<file path="src/rtl/updown_counter_mod.sv">
// Up/down counter with programmable inclusive limit, clear, clamped load, wrap or saturate mode.
// Latency: one cycle from controls to outp/term; at_max/at_min are combinational; no backpressure.
module updown_counter_mod #(
  parameter int WIDTH     = 8,
  parameter int SATURATE  = 0,
  parameter int RESET_VAL = 0
) (
  input  logic             clk,
  input  logic             rst,
  input  logic             ena,
  input  logic             up,
  input  logic             clr,
  input  logic             load,
  input  logic [WIDTH-1:0] load_val,
  input  logic [WIDTH-1:0] max_val,
  output logic [WIDTH-1:0] outp,
  output logic             at_max,
  output logic             at_min,
  output logic             term
);

  localparam logic [WIDTH-1:0] RST_VAL = WIDTH'(RESET_VAL);
  localparam logic [WIDTH-1:0] ONE     = WIDTH'(1);
  localparam bit               SAT     = (SATURATE != 0);

  logic [WIDTH-1:0] nxt;
  logic             nxt_term;
  logic             out_of_range;

  assign at_max       = (outp == max_val);
  assign at_min       = (outp == '0);
  assign out_of_range = (outp > max_val);

  // Boundary checks come before +1/-1, so the arithmetic never overflows.
  always_comb begin
    nxt      = outp;
    nxt_term = 1'b0;
    if (clr) begin
      nxt = '0;
    end else if (load) begin
      nxt = (load_val <= max_val) ? load_val : max_val;
    end else if (ena) begin
      if (out_of_range) begin
        nxt_term = 1'b1;
        nxt      = (SAT || !up) ? max_val : '0;
      end else if (up) begin
        if (at_max) begin
          nxt_term = 1'b1;
          nxt      = SAT ? outp : '0;
        end else begin
          nxt = outp + ONE;
        end
      end else begin
        if (at_min) begin
          nxt_term = 1'b1;
          nxt      = SAT ? '0 : max_val;
        end else begin
          nxt = outp - ONE;
        end
      end
    end
  end

  always_ff @(posedge clk) begin
    if (rst) begin
      outp <= RST_VAL;
      term <= 1'b0;
    end else begin
      outp <= nxt;
      term <= nxt_term;
    end
  end

endmodule

</file>
<file path="config.mk">
export PLATFORM = sky130hd
export DESIGN_NAME = updown_counter_mod
export DESIGN_NICKNAME = d
export VERILOG_FILES = /design/src/rtl/updown_counter_mod.sv
export SDC_FILE = /design/constraint.sdc
export NUM_CORES = 1
export LEC_CHECK = 0
export CORE_MARGIN = 2
export CORE_UTILIZATION = 38
export DETAILED_ROUTE_END_ITERATION = 16
export GPL_TIMING_DRIVEN = 1
export PLACE_DENSITY = 0.62
export SYNTH_ARGS = -nofsm -noshare
export SYNTH_HDL_FRONTEND = slang
export SYNTH_SLANG_ARGS = --single-unit
</file>
<file path="constraint.sdc">
create_clock -name clk -period 2.4 [get_ports clk]
set_input_delay 0.24 -clock clk [delete_from_list [all_inputs] [get_ports clk]]
set_output_delay 0.24 -clock clk [all_outputs]
set_load 0.01 [all_outputs]
</file>
==> results of run 1 <==
critical path, delay by kind of cell:
family | cells | cell delay [ps]
compound gates | 3 | 630
fa+ha+maj | 1 | 310
buf+inv | 4 | 840
simple gates | 3 | 450
power groups by stage:
stage | combinational [mW] | sequential, mW | clock (mW)
final | 0.440 | 0.167 | 0.128
after global routing | 0.483 | 0.168 | 0.142
after CTS | 0.433 | 0.167 | 0.130
after detailed placement | 0.432 | 0.170 | 0
after global placement | 0.420 | 0.170 | 0
after floorplan | 0.238 | 0.176 | 0
registers in the layout (all words and copies together) (netlist names):
register,cells
outp,8
term,1
worst paths after layout:
path                   start  endpoint  slack [ps]  cells after the start
setup / recovery  max_val[7]   outp[4]         110                     11
hold / removal       outp[1]   outp[1]         630                      2
setup reg to reg     outp[1]   outp[2]         180                      8
hold reg to reg      outp[1]   outp[1]         630                      2
synth_stat cells, types with 4 or more instances:
master / instances / area (sq um)
a21oi_1: 17 / 85.08
a211o_1: 4 / 35.03
nand3_1: 9 / 45.04
inv_1: 16 / 60.06
nor2_1: 10 / 37.54
clkbuf_1: 6 / 22.52
nand4_1: 6 / 37.54
a221oi_1: 4 / 35.03
nor3_1: 10 / 50.05
ha_1: 19 / 237.7
o22ai_1: 5 / 31.28
o21ai_0: 10 / 50.05
dfxtp_1: 9 / 180.2
nand2_1: 7 / 26.28
through the flow:
step                setup slack [ps]  hold slack (ps)  cells  TNS, ps  instance area (sq um)
finish                         108.6            627.7    296        0                   2054
global route                  -14.72            654.8    296   -14.72                   2054
CTS                            94.29            621.0    296        0                   2037
detailed placement            -316.3            653.8    291    -2032                   1999
global placement              -256.3            638.8    291    -1329                   1999
floorplan                      188.5            333.6    183        0                   1375
cell type report:
type / count / area (sq um) / share of cell area, %
Inverter: 16 / 60.06 / 2.923
Multi-Input combinational cell: 150 / 1119 / 54.45
Timing Repair Buffer: 71 / 610.6 / 29.72
Sequential cell: 9 / 181.4 / 8.831
Tap cell: 46 / 57.56 / 2.801
Clock buffer: 4 / 26.28 / 1.279
logic make-up (layout without fill, tap and decap cells):
| group | count (synthesis) | count (layout) | share of synthesized area [%] |
|---|---|---|---|
| buffers and inverters | 24 | 91 | 7.188 |
| AO/OA/AOI/OAI | 61 | 61 | 30.75 |
| XOR/XNOR | 4 | 4 | 2.548 |
| AND/OR/NAND/NOR | 62 | 62 | 26.12 |
| flip-flops | 9 | 9 | 13.10 |
| multiplexers | 4 | 4 | 3.003 |
| adder cells (fa/ha/maj) | 19 | 19 | 17.29 |
metal layers:
layer  GRT usage [%]  vias up  part of all wire (%)
met5               0        -                     0
met4           6.915        0                   1.5
li1                -      846                     -
met1           27.97      784                    44
met2           42.32       43                    51
met3           1.232        6                   3.1
what timing repair did:
action                     4_1_cts  5_1_grt
gates cloned                     0        0
setup endpoints to repair        3        6
gates resized for setup          5        3
buffers inserted                 1        0
pin swaps                        1        2
==> results.json, run 1 <==
{
  "synth_edf_count": 0,
  "drt-pass1-iter-count": 4,
  "cts_buffers": 3,
  "initial_core_util_pct": 40.26,
  "grt_pass1_vias": 1623,
  "antenna_cells": 0,
  "yosys_warnings": 0,
  "gp_congestion": 0.8419,
  "crit_type": "in -> reg",
  "clockPowerShare_pct": 17.4,
  "fmax_ghz": 0.4364,
  "cts_buffer_depth": 2,
  "finalCriticalPeriod_ps": 2291,
  "async_flop_share_pct": 0,
  "ir_drop_mv": 0.1698,
  "power.switching_mw": 0.2911,
  "cts_hold_buf": 0,
  "htree_levels": 1,
  "vias": 1679,
  "totalWireLength_microns": 4456,
  "final_antenna_net_count": 0,
  "cp-end-kind": "register",
  "antenna_found_initial": 0,
  "layout.nets": 292,
  "p_int_mw": 0.4436,
  "ios": 33,
  "clk_pin_slew_ps": 70,
  "hpwl_microns": 3808,
  "tightest_slew_ps": 483.5,
  "holdCritPathClass": "reg -> reg",
  "final_common_cell": "buf_4",
  "syn_area_sq_um": 1375,
  "ys_ff_latch": 9,
  "fin_util_pct": 60.15,
  "die_x_microns": 64.16,
  "status": "finished clean",
  "post-route-period-util_pct": 95.48,
  "synthFlopType": "dfxtp_1",
  "final.setup_skew_ps": 3.839,
  "gr-total-overflow": 0,
  "via_per_inst": 5.672,
  "path_max_fanout": 3,
  "crit_required_ps": 2570,
  "avgRoutedWirePerCell_microns": 15.05,
  "clock_latency_ps": 270,
  "p_leak_nw": 0.9092,
  "syn_area_per_cell_sq_um": 7.514,
  "synthDistinctLibCells": 49,
  "maxCapViolCount": 0,
  "final_cell_mix": "buf_4 (39), clkdlybuf4s50_1 (30), ha_1 (19)",
  "nFillCells": 325,
  "path_cells": "clkdlybuf4s50_1 > inv_1 > ha_1 > nand4_1 > or2_1 > buf_4 > buf_4 > nand4_1 > o21ai_0 > a32o_1 > a211o_1",
  "dieHeight_microns": 64.16,
  "syn_inst": 183,
  "finalMaxSlewViolations": 0,
  "grt_util_all_layers_pct": 22.78,
  "drtIter0Drc": 120,
  "rsz0062_at_grt": "yes",
  "cts.sinks": 9,
  "startpoint_type": "primary input",
  "hold_viol": 0,
  "areaGrowthSynthToFinish_pct": 49.41,
  "num_rows": 21,
  "drive_gt1_share_pct": 21.60,
  "yosysSeqAreaShare_pct": 13.10,
  "root_buffer": "clkbuf_4",
  "relSlewSlack_pct": 67.31,
  "grt_pass1_wl_microns": 7445,
  "remaining_drc_errors": 0,
  "syn_nets": 224,
  "grt_max_degree": 13,
  "slowest_stage": "clkdlybuf4s50_1",
  "critical_path_arrival_ps": 2460,
  "comb_power_share_pct": 59.8,
  "switching_share_pct": 39.62,
  "finalSetupViolations": 0,
  "slowest_delay_ps": 490,
  "port_buffers": 32,
  "fp.dieArea_sq_um": 4116,
  "p_seq_share_pct": 22.7,
  "powerDensity_nw_per_um2": 357.6,
  "finalPower_mw": 0.7347,
  "cts_tree": "done",
  "core-area_sq_um": 3416
}
No activity file was read; power rests on OpenSTA's default activity.
==> run 2: changes to the inputs <==
Settings changed: SKIP_CTS_REPAIR_TIMING from default to 1.
==> results.json, run 2 (same netlist as run 1, synthesis figures left out) <==
{
  "status": "finished clean",
  "relSlewSlack_pct": 67.25,
  "core-area_sq_um": 3416,
  "finalPower_mw": 0.7470,
  "hpwl_microns": 3808,
  "drtIter0Drc": 94,
  "drt-pass1-iter-count": 4,
  "grt_util_all_layers_pct": 22.64,
  "reg.largest.list": "outp x8, term x1",
  "grt_max_degree": 13,
  "powerDensity_nw_per_um2": 360.3,
  "final_common_cell": "buf_4",
  "finalCriticalPeriod_ps": 2257,
  "cts_buffers": 3,
  "root_buffer": "clkbuf_4",
  "grt_pass1_vias": 1617,
  "finalMaxSlewViolations": 0,
  "cts_buffer_depth": 2,
  "post-place-ws_ps": -316.3,
  "drive_gt1_share_pct": 23.20,
  "tightest_slew_ps": 484.4,
  "p_leak_nw": 0.9358,
  "htree_levels": 1,
  "cp_top_family": "compound AO/OA/AOI/OAI gates",
  "initial_core_util_pct": 40.26,
  "crit_type": "in -> reg",
  "final_cell_area_sq_um": 2073,
  "post-route-period-util_pct": 94.04,
  "crit_required_ps": 2610,
  "gr-total-overflow": 0,
  "ir_drop_mv": 0.1773,
  "clock_latency_ps": 270,
  "critical_path_arrival_ps": 2460,
  "antenna_found_initial": 0,
  "antenna_cells": 0,
  "cp-end-kind": "register",
  "totalWireLength_microns": 4498,
  "final_cell_mix": "buf_4 (39), clkdlybuf4s50_1 (30), ha_1 (18)",
  "via_per_inst": 5.689,
  "fmax_ghz": 0.4431,
  "cts.sinks": 9,
  "path_max_fanout": 7,
  "finalSetupViolations": 0,
  "clk_pin_slew_ps": 80,
  "startpoint_type": "primary input",
  "vias": 1684,
  "fin_setup_tns_ps": 0,
  "slowest_stage": "clkdlybuf4s50_1",
  "remaining_drc_errors": 0,
  "num_rows": 21,
  "areaGrowthSynthToFinish_pct": 50.77,
  "avgRoutedWirePerCell_microns": 15.20,
  "holdCritPathClass": "reg -> reg",
  "final.setup_skew_ps": 7.305,
  "holdWs_ps": 629.1,
  "gp_congestion": 0.8419,
  "path_cells": "clkdlybuf4s50_1 > inv_1 > buf_4 > ha_1 > a211o_1 > a21oi_4 > a21o_1 > o21ai_0 > a21oi_1 > nand4bb_1",
  "maxCapViolCount": 0,
  "fp.dieArea_sq_um": 4116,
  "grt_pass1_wl_microns": 7383,
  "slowest_delay_ps": 480,
  "top_register": "outp",
  "crit_buf_inv": 3,
  "worst_slack_ps": 143.0,
  "placed_area_sq_um": 1999,
  "cts_tree": "done",
  "port_buffers": 32,
  "dieHeight_microns": 64.16,
  "layout.nets": 292,
  "largest_reg_flops": 8,
  "nFillCells": 323,
  "final_antenna_net_count": 0,
  "ios": 33,
  "die_x_microns": 64.16,
  "hold_viol": 0
}
## run 2: metrics by stage
step | cells | utilization [%]
4_1_cts | 295 | 59.30
5_1_grt | 296 | 60.70
3_5_place_dp | 291 | 58.53
6_report | 296 | 60.70
3_3_place_gp | 291 | 58.53
2_1_floorplan | 183 | -
## run 2: layer usage
metal  vias up  share of wire [%]  global-route usage (%)  wire (microns)
met5         -                  0                       0               0
met4         0                1.4                   6.915              65
met3         6                2.8                   1.232             128
met2        39                 52                   42.06            2329
met1       796                 44                   27.76            1974
li1        843                  -                       -               -
## run 2: final cells by class
cell class              count  area, sq um  area share [%]
clock buffers               4        26.28           1.267
inverters                  16        60.06           2.897
multi-input cells         150         1130           54.50
flip-flops and latches      9        181.4           8.751
well taps                  46        57.56           2.776
repair buffers             71        618.1           29.81
## run 2: tightest hold or removal path: cells and delay by family (launching register included)
kind	cells	cell delay (ps)
flops	1	370
compound gates	2	220
## run 2: final timing paths
kind | start | depth (start not counted) | slack, ps | endpoint
max reg2reg | outp[1] | 8 | 170 | outp[2]
min | outp[1] | 2 | 630 | outp[1]
min reg2reg | outp[1] | 2 | 630 | outp[1]
max | max_val[5] | 10 | 140 | outp[0]
## run 2: where the power goes
group | leakage, nW | internal [mW] | switching (mW)
combinational | 0.847 | 0.226 | 0.225
sequential | 0.0740 | 0.159 | 0.00817
clock | 0.0150 | 0.0644 | 0.0654
total | 0.936 | 0.449 | 0.298
==> run 3: changes to the inputs <==
Settings changed: CORE_UTILIZATION 38 to 28, PLACE_DENSITY 0.62 to 0.48.
==> results.json, run 3 (same netlist as run 1, synthesis figures left out) <==
{
  "status": "finished clean",
  "grt_pass1_vias": 1716,
  "layout.nets": 292,
  "p_seq_share_pct": 20.5,
  "top_register": "outp",
  "powerDensity_nw_per_um2": 374.9,
  "final_antenna_net_count": 0,
  "final_common_cell": "buf_4",
  "switching_share_pct": 37.51,
  "core-area_sq_um": 4723,
  "layoutNonFillerInstCount": 317,
  "fp.dieArea_sq_um": 5488,
  "final_cell_mix": "buf_4 (38), clkdlybuf4s50_1 (29), ha_1 (17)",
  "fmax_ghz": 0.4271,
  "place_inst": 313,
  "slowest_delay_ps": 490,
  "cts_buffer_depth": 2,
  "worstSetupEndpoint": "outp[0]",
  "port_buffers": 32,
  "root_buffer": "clkbuf_8",
  "num_rows": 25,
  "areaGrowthSynthToFinish_pct": 58.96,
  "dieHeight_microns": 74.08,
  "antenna_found_initial": 0,
  "gr-total-overflow": 0,
  "crit_buf_inv": 4,
  "crit_type": "in -> reg",
  "r2r_setup_slack_ps": 260,
  "vias": 1686,
  "worstReg2RegEnd": "outp[4]",
  "path_max_fanout": 5,
  "via_per_inst": 5.319,
  "post-route-period-util_pct": 97.56,
  "grt_pass1_wl_microns": 8004,
  "p_int_mw": 0.5120,
  "startpoint_type": "primary input",
  "power.switching_mw": 0.3074,
  "crit_path_start": "max_val[5]",
  "finalMaxSlewViolations": 0,
  "critical_path_arrival_ps": 2440,
  "clk_pin_slew_ps": 50,
  "p_leak_nw": 0.9596,
  "fin_setup_tns_ps": 0,
  "hold_viol": 0,
  "htree_levels": 1,
  "maxCapViolCount": 0,
  "antenna_cells": 0,
  "relSlewSlack_pct": 64.90,
  "die_x_microns": 74.08,
  "reg2reg_depth": 9,
  "avgRoutedWirePerCell_microns": 15.34,
  "hpwl_microns": 4026,
  "crit_required_ps": 2490,
  "final.setup_skew_ps": 5.797,
  "cp_top_family": "buffers and inverters",
  "remaining_drc_errors": 0,
  "r2r_start": "outp[0]",
  "reg.largest.list": "outp x8, term x1",
  "drtIter0Drc": 43,
  "rsz0062_at_grt": "yes",
  "largest_reg_flops": 8,
  "cts.sinks": 9,
  "path_cells": "clkdlybuf4s50_1 > inv_1 > buf_4 > ha_1 > a211o_1 > a21oi_4 > a21oi_1 > buf_4 > nand3_1 > a21oi_1 > nand4bb_1",
  "ir_drop_mv": 0.1304,
  "cp.depth": 11,
  "grt_max_degree": 13,
  "cp-end-kind": "register",
  "tightest_slew_ps": 519.2,
  "ios": 33,
  "totalWireLength_microns": 4862,
  "cts_buffers": 3,
  "clock_latency_ps": 230,
  "slowest_stage": "clkdlybuf4s50_1",
  "initial_core_util_pct": 29.11,
  "comb_power_share_pct": 57.7,
  "holdCritPathClass": "in -> reg",
  "cts_tree": "done",
  "clockPowerShare_pct": 21.9,
  "gp_congestion": 0.8088,
  "grt_util_all_layers_pct": 19.00,
  "drive_gt1_share_pct": 26.80,
  "finalSetupViolations": 0,
  "drt-pass1-iter-count": 4,
  "finalCriticalPeriod_ps": 2341
}
[run 3: cell count changes in the layout (fill, tap and decap cells not counted), sizes merged]
cell / delta
dlymetal6s2s: +1
clkdlybuf4s50: -1
[run 3: power groups by stage]
| stage | Combinational (mW) | Clock (mW) | Sequential (mW) |
|---|---|---|---|
| after global placement | 0.425 | 0 | 0.169 |
| after global routing | 0.519 | 0.190 | 0.169 |
| after CTS | 0.440 | 0.179 | 0.166 |
| after floorplan | 0.238 | 0 | 0.176 |
| final | 0.472 | 0.179 | 0.168 |
| after detailed placement | 0.438 | 0 | 0.169 |
[run 3: layout make-up]
type | count | area (sq um)
multi-input cells | 150 | 1191
inverters | 16 | 60.06
flip-flops and latches | 9 | 181.4
repair buffers | 71 | 624.3
clock buffers | 4 | 45.04
well taps | 67 | 83.83
fillers | 470 | 2537
[run 3: metal layers]
| metal | part of all wire [%] | GRT usage (%) |
|---|---|---|
| met5 | 0 | 0 |
| met4 | 1.6 | 7.879 |
| met3 | 3.5 | 2.168 |
| met2 | 51 | 32.24 |
| met1 | 44 | 24.39 |
[run 3: how the worst min path moves through the flow]
stage          startpoint       to  cells after the start  slack [ps]
2_1_floorplan        load  outp[1]                      1         330
6_report       max_val[1]  outp[1]                      4         510
5_1_grt        max_val[1]  outp[1]                      4         590
4_1_cts           outp[1]  outp[1]                      2         620
3_5_place_dp      outp[1]  outp[1]                      2         610
3_3_place_gp      outp[1]  outp[1]                      2         610
[run 3: worst min-delay path, cell delays in order]
cell and delay, ps:
dlymetal6s2s_1 110, buf_4 120, a221oi_2 50, a211oi_1 170
[run 3: through the flow]
step | hold slack, ps | cell area (sq um) | power (mW) | utilization, % | setup WS [ps]
after global placement | 605.7 | 2033 | 0.5946 | 43.05 | -272.6
after detailed placement | 612.7 | 2033 | 0.6068 | 43.05 | -355.0
after floorplan | 333.6 | 1375 | 0.4146 | - | 188.5
after CTS | 623.8 | 2078 | 0.7853 | 44.00 | -123.8
final | 505.9 | 2186 | 0.8194 | 46.28 | 58.51
after global routing | 593.5 | 2186 | 0.8769 | 46.28 | -6.025
